$ cat config.mk
export PLATFORM = sky130hd
export DESIGN_NAME = eeprom_page_array
export DESIGN_NICKNAME = d
export VERILOG_FILES = /design/src/rtl/eeprom_pkg.sv /design/src/rtl/eeprom_page_buf.sv /design/src/rtl/eeprom_page_array.sv
export SDC_FILE = /design/constraint.sdc
export NUM_CORES = 2
export LEC_CHECK = 0
export CORE_MARGIN = 4
export CORE_UTILIZATION = 45
export CTS_CLUSTER_DIAMETER = 200
export DETAILED_ROUTE_END_ITERATION = 16
export GPL_TIMING_DRIVEN = 0
export SYNTH_ARGS = -nofsm -noshare
export SYNTH_HDL_FRONTEND = slang
export SYNTH_SLANG_ARGS = --single-unit
$ cat constraint.sdc
create_clock -name clk -period 3.99 [get_ports clk]
set_input_delay 0.798 -clock clk [delete_from_list [all_inputs] [get_ports clk]]
set_output_delay 0.798 -clock clk [all_outputs]
set_load 0.005 [all_outputs]
$ cat src/rtl/eeprom_pkg.sv
// eeprom_pkg: shared types and width helpers for the EEPROM page array core.
package eeprom_pkg;

  typedef enum logic {
    IDLE = 1'b0,
    PROG = 1'b1
  } state_e;

  // Word address width for the whole array.
  function automatic int addr_w(input int page_bytes, input int num_pages);
    return $clog2(page_bytes * num_pages);
  endfunction

  // Byte offset width inside one page.
  function automatic int off_w(input int page_bytes);
    return $clog2(page_bytes);
  endfunction

  // Width of the write-cycle down-counter (must hold TWR_CYCLES itself).
  function automatic int cnt_w(input int twr_cycles);
    return $clog2(twr_cycles + 1);
  endfunction

endpackage

$ cat src/rtl/eeprom_page_buf.sv
// eeprom_page_buf: page write buffer with a per-byte valid mask and the
// wrapping in-page offset counter. The offset is also the low part of the
// array read pointer; wrap tells the top when a read carries into the page.
module eeprom_page_buf import eeprom_pkg::*; #(
  parameter int DATA_W     = 8,
  parameter int PAGE_BYTES = 8,
  localparam int OFF_W     = off_w(PAGE_BYTES)
) (
  input  logic                         clk,
  input  logic                         rst_n,
  input  logic                         load,
  input  logic [OFF_W-1:0]             load_off,
  input  logic                         wr,
  input  logic [DATA_W-1:0]            data_i,
  input  logic                         rd_inc,
  input  logic                         clr,
  output logic [OFF_W-1:0]             offset,
  output logic                         wrap,
  output logic [PAGE_BYTES*DATA_W-1:0] buf_data,
  output logic [PAGE_BYTES-1:0]        mask
);

  logic [OFF_W-1:0]                   off_q;
  logic [PAGE_BYTES-1:0]              mask_q;
  logic [PAGE_BYTES-1:0][DATA_W-1:0]  buf_q;
  logic [PAGE_BYTES-1:0]              wr_bit;

  assign wr_bit   = {{(PAGE_BYTES-1){1'b0}}, 1'b1} << off_q;
  assign offset   = off_q;
  assign wrap     = &off_q;
  assign buf_data = buf_q;
  assign mask     = mask_q;

  // Offset counter and byte-valid mask; a clear (commit done or discard) wins
  // over a same-cycle write so discarded data never reaches the array.
  always_ff @(posedge clk or negedge rst_n) begin
    if (!rst_n) begin
      off_q  <= '0;
      mask_q <= '0;
    end else begin
      if (load)
        off_q <= load_off;
      else if (wr || rd_inc)
        off_q <= off_q + OFF_W'(1);

      if (load || clr)
        mask_q <= '0;
      else if (wr)
        mask_q <= mask_q | wr_bit;
    end
  end

  // Buffer bytes need no reset: only bytes flagged in the mask are ever used.
  always_ff @(posedge clk) begin
    if (wr)
      buf_q[off_q] <= data_i;
  end

endmodule

$ cat src/rtl/eeprom_page_array.sv
// eeprom_page_array: multi-page EEPROM storage core for the I2C slave model.
// Writes collect in a page buffer, commit programs them after a modelled
// write-cycle delay, reads auto-increment across the whole array.
// Build option: define EEPROM_WP_EN to add the wp (write protect) input.
//
// state | meaning
// IDLE  | accepting address loads, buffer writes, reads and commits
// PROG  | write cycle running; requests are refused with nack
module eeprom_page_array import eeprom_pkg::*; #(
  parameter int DATA_W     = 8,
  parameter int PAGE_BYTES = 8,
  parameter int NUM_PAGES  = 32,
  parameter int TWR_CYCLES = 16,
  localparam int ADDR_W    = addr_w(PAGE_BYTES, NUM_PAGES)
) (
  input  logic              clk,
  input  logic              rst_n,
  input  logic              addr_load,
  input  logic [ADDR_W-1:0] addr_i,
  input  logic              wr_en,
  input  logic [DATA_W-1:0] data_i,
  input  logic              rd_en,
  output logic [DATA_W-1:0] data_o,
  input  logic              commit,
  output logic              busy,
`ifdef EEPROM_WP_EN
  input  logic              wp,
`endif
  output logic              nack
);

  localparam int OFF_W  = off_w(PAGE_BYTES);
  localparam int PAGE_W = ADDR_W - OFF_W;
  localparam int CNT_W  = cnt_w(TWR_CYCLES);
  localparam int DEPTH  = PAGE_BYTES * NUM_PAGES;

  state_e                            state;
  logic [CNT_W-1:0]                  cnt;
  logic [PAGE_W-1:0]                 page_q;
  logic [PAGE_W-1:0]                 buf_page;
  logic [DATA_W-1:0]                 mem [0:DEPTH-1];

  logic [OFF_W-1:0]                  offset;
  logic                              wrap;
  logic [PAGE_BYTES-1:0][DATA_W-1:0] buf_data;
  logic [PAGE_BYTES-1:0]             mask;
  logic [PAGE_BYTES-1:0]             wr_bit;
  logic [PAGE_BYTES-1:0]             mask_next;
  logic [ADDR_W-1:0]                 ptr;

  logic idle, acc_ld, acc_wr, acc_rd;
  logic commit_go, commit_drop, prog_done, wp_act;

`ifdef EEPROM_WP_EN
  assign wp_act = wp;
`else
  assign wp_act = 1'b0;
`endif

  assign idle   = (state == IDLE);
  assign acc_ld = idle & addr_load;
  assign acc_wr = idle & ~addr_load & wr_en;
  assign acc_rd = idle & ~addr_load & ~wr_en & rd_en;
  assign ptr    = {page_q, offset};

  // Commit looks at the mask as it will be after any same-cycle write.
  assign wr_bit      = {{(PAGE_BYTES-1){1'b0}}, 1'b1} << offset;
  assign mask_next   = acc_ld ? '0 : (mask | (acc_wr ? wr_bit : '0));
  assign commit_go   = idle & commit & (|mask_next) & ~wp_act;
  assign commit_drop = idle & commit & wp_act;
  assign prog_done   = (state == PROG) && (cnt == CNT_W'(1));

  eeprom_page_buf #(
    .DATA_W     (DATA_W),
    .PAGE_BYTES (PAGE_BYTES)
  ) u_buf (
    .clk      (clk),
    .rst_n    (rst_n),
    .load     (acc_ld),
    .load_off (addr_i[OFF_W-1:0]),
    .wr       (acc_wr),
    .data_i   (data_i),
    .rd_inc   (acc_rd),
    .clr      (prog_done | commit_drop),
    .offset   (offset),
    .wrap     (wrap),
    .buf_data (buf_data),
    .mask     (mask)
  );

  // Control FSM: pointer page, read data, write-cycle timer, busy and nack.
  always_ff @(posedge clk or negedge rst_n) begin
    if (!rst_n) begin
      state    <= IDLE;
      cnt      <= '0;
      busy     <= 1'b0;
      nack     <= 1'b0;
      data_o   <= '0;
      page_q   <= '0;
      buf_page <= '0;
    end else begin
      nack <= 1'b0;
      case (state)
        IDLE: begin
          if (acc_ld) begin
            page_q   <= addr_i[ADDR_W-1:OFF_W];
            buf_page <= addr_i[ADDR_W-1:OFF_W];
          end
          if (acc_rd) begin
            data_o <= mem[ptr];
            if (wrap)
              page_q <= page_q + PAGE_W'(1);
          end
          if (commit_go) begin
            state <= PROG;
            cnt   <= CNT_W'(TWR_CYCLES);
            busy  <= 1'b1;
          end
        end
        PROG: begin
          cnt  <= cnt - CNT_W'(1);
          nack <= addr_load | wr_en | rd_en;
          if (prog_done) begin
            state <= IDLE;
            busy  <= 1'b0;
          end
        end
        default: state <= IDLE;
      endcase
    end
  end

  // Array programming: every masked byte lands in the buffered page at once.
  always_ff @(posedge clk) begin
    if (prog_done) begin
      for (int i = 0; i < PAGE_BYTES; i++) begin
        if (mask[i])
          mem[{buf_page, OFF_W'(i)}] <= buf_data[i];
      end
    end
  end

endmodule

==> results.md <==
- Status: complete, but fails checks
- Failing checks: capacitance limit, slew limit, setup timing
- Top Usage Layer GRT: met2
- Most frequent cells in the layout: edfxtp_1 (2,112), mux4_2 (483), clkbuf_16 (216)
- Vias in the first global route: approximately 48,000
- Post-route ant nets: 0
- IO Port Bufs: 30
- H-tree Lvls: 4
- Commonest non-fill, non-tap cell in the layout: edfxtp_1
- Overflow after GRT: 0
- Cells after Synth: about 4,000
- Seq pwr share: 37.8%
- CTS tree: done
- Die width: 437 um
- Sw Pwr: 23.5 mW
- Yosys Warn Count: 0
- Routed WL per cell: 48.4 um
- Max clock buf depth: 3
- Sequential-to-total area share from yosys stat: ~78%
- Core area: approximately 180,000 um^2
- Total track usage: 36.4%
- CTS Root Cell: clkbuf_16
- Post-synth top area share: about three quarters
- Peak VDD IR: 601 uV
- Dominant cell type by area after synthesis: edfxtp_1
- Placed Cells: 6,676
- GRT met1 Usage: a little under half
- CP Class: register to register
- Hold Violations, Final: 0
- CP endpoint kind: register
- Post-synth EDFFs: 2,112
- Reg2reg start: page_q[0]$_DFFE_PN0N_
- Pre-antenna DRT Iters: 6
- Largest cells by area after synthesis: edfxtp_1 (76%), mux4_2 (13%), mux2i_1 (1.5%)
- Worst path slowest cell: clkbuf_1
- Pwr Density: 663 nW/um^2
- Gpl congestion: 0.999
- CP startpoint kind: register
- Main synth FF type: edfxtp_1
- IO Count: 32
- Final period utilization: 105%
- Max Slew Vio Count: 25
- Fin nets: 4,573
- Crit path buf inv count: 3
- Slew Limit Headroom: -8.75%
- Worst min path class: primary input to async pin
- Syn Std Cell Area: 83,000 um^2
- Antenna violations before repair: 61
- Critical Path RT: about 4.8 ns
- Lkg Pwr: 32.2 nW
- First-pass GRT wire length: 454,000 um
- Grt met3 use: 12.6%
- RSZ-0062 raised after global routing: true
- Full die area: 191,000 um^2
- Cell family with most CP delay: buffers and inverters
- Cts bufs inserted: 214
- Fin crit period: 4.19 ns
- Vias/cell: roughly 7
- Final WS setup: -0.201 ns
- Net Sw Frac: 35.2%
- Mapped Avg Cell Area: roughly 21 um^2
- Setup TNS: -12.16 ns
- DRT iter0 DRCs: about 11,000
- Max Fanout on Critical Path: 10
- Hpwl dp: 257,000 um
- RR Endpoint: data_o[4]$_DFFE_PN0P_
- CTS sink count: between 2,000 and 2,500
- Met2 usage: 53.3%
- Worst R2R Path Depth: 7
- Synth Register Bits: 2,149
- Starting density of the core: 45.3%
- # setup viols final: 262
- Largest net degree at the start of global routing: 30
- Hold WS: 0.323 ns
- Actual slew at the worst max-slew pin: 1.63 ns
- CP arrival: 4.96 ns
- Vias after detailed routing: 50,200
- Chip Height: 437 um
- DRT Wirelength: approximately 350,000 um
- Maximum capacitance violations: 3
- Post-route clock skew: 0.0412 ns
- Net count after synthesis: 4,001
- Site row count: 157
- Fin cells: about 7,200
- Drt drc: 0
- Combinational group share of total power: 32.5%
- Layout cell share with drive strength beyond 1: 32.0%
- Area growth syn-to-layout: 21.2%
- Skew-Pair Late Insertion Delay: 0.89 ns
- R2R setup slack: -0.20 ns
- FFs w/ async S/R, synth: 1.72%
- Pint: 43.2 mW
- Clock network fraction of total power: 29.6%
- Crit-path max cell delay: 0.79 ns
- CTS clock-pin slew for the worst setup and hold paths: 0.07 ns
- Max frequency: 239 MHz
- Crit path cell chain: clkbuf_1 -> buf_1 -> clkdlybuf4s15_2 -> nand2_1 -> a311oi_1 -> a31oi_1 -> a32oi_1
- Unique masters post-synth: 57
## registers in the layout, indices dropped and copies added (netlist names)
| register | cells |
|---|---|
| cnt | 5 |
| state | 1 |
| u_buf.mask | 8 |
| buf_page | 5 |
| busy | 1 |
| mem | 2048 |
| nack | 1 |
| page_q | 5 |
| data_o | 8 |
| u_buf.buf_data | 64 |
| u_buf.offset | 3 |
## what timing repair did
item,CTS,global route
hold buffers,1,0
setup buffers,116,0
endpoints found under the hold margin,8,0
resized for setup,300,41
endpoints found under the setup margin,2047,358
pin swaps,73,0
## worst max-delay path by stage
stage	startpoint	cells after the start	endpoint
2_1_floorplan	u_buf.offset[0]$_DFFE_PN0P_	12	cnt[4]$_DFFE_PN0P_
3_3_place_gp	state$_DFF_PN0_	7	mem[44][5]$_DFFE_PP_
3_5_place_dp	state$_DFF_PN0_	7	mem[8][5]$_DFFE_PP_
4_1_cts	u_buf.offset[2]$_DFFE_PN0P_	11	cnt[4]$_DFFE_PN0P_
5_1_grt	u_buf.offset[1]$_DFFE_PN0P_	13	cnt[4]$_DFFE_PN0P_
6_report	page_q[0]$_DFFE_PN0N_	7	data_o[4]$_DFFE_PN0P_
## metal layers
layer / up-vias / share of wire [%] / wire length [um]
met3: 1145 / 15 / 51600
met5: - / 0.027 / 95
li1: 17700 / - / -
met2: 4991 / 44 / 153000
met4: 18 / 7.8 / 27300
met1: 26400 / 33 / 117000
## power by group through the flow
| stage | combinational (mW) | clock [mW] | sequential (mW) |
|---|---|---|---|
| 4_1_cts | 20.8 | 19.7 | 25.2 |
| 6_report | 21.7 | 19.8 | 25.2 |
| 2_1_floorplan | 11.0 | 0 | 25.5 |
| 3_3_place_gp | 19.5 | 0 | 26.1 |
| 5_1_grt | 21.6 | 20.7 | 25.2 |
| 3_5_place_dp | 20.6 | 0 | 25.7 |
## cell usage after synthesis, types with 4 or more instances
cell type and count:
nand2_1 185, and2_1 9, o311a_1 5, o2111ai_1 4
o221ai_1 8, nand2b_1 4, nand4_1 8, ha_1 9
buf_1 12, buf_4 41, nor3_1 23, mux2_2 23
a41o_1 5, dfrtp_1 37, o22ai_1 30, mux2i_1 128
clkbuf_1 98, mux4_2 483, a221oi_1 69, a221o_1 6
buf_2 60, nand3_1 24, o22a_1 6, a311oi_1 5
edfxtp_1 2112, nor2b_1 9, a21oi_1 28, o21ai_1 14
inv_1 12, o21ai_0 33, a31oi_1 23, o311ai_0 5
a32oi_1 6, a22oi_1 39, buf_6 18, nor3b_1 4
o211ai_1 6, nor2_1 334, nor4_1 8, and3_1 5
## cell families after synthesis
| logic type | share of synthesized area [%] |
|---|---|
| AOI/OAI and AO/OA | 2.70 |
| xor gates and xnor gates | 0.0211 |
| adders and majority gates | 0.136 |
| buffers and inverters | 1.54 |
| DFF | 77.5 |
| muxes | 15.0 |
| and+or+nand+nor | 3.11 |
## final cells by class
class	instances	area [um^2]
diodes	27	67.6
plain buffers	226	1370
clock buffers	276	5630
clock inverters	116	1050
fillers	13700	82700
inverters	15	58.8
multi-input cells	1577	18200
flip-flops and latches	2149	64400
well taps	2464	3080
repair buffers	359	6730
## stage by stage
stage          power (mW)  utilization [%]  instance area, um^2  setup WS, ns
6_report             66.7             54.9               101000        -0.201
3_5_place_dp         46.2             50.2                92000         -1.11
3_3_place_gp         45.7             47.1                86400         -1.23
2_1_floorplan        36.5                -                83000          1.12
4_1_cts              65.7             54.8               100000        -0.128
5_1_grt              67.4             54.8               101000       -0.0111
(Power assumes the default switching activity.)
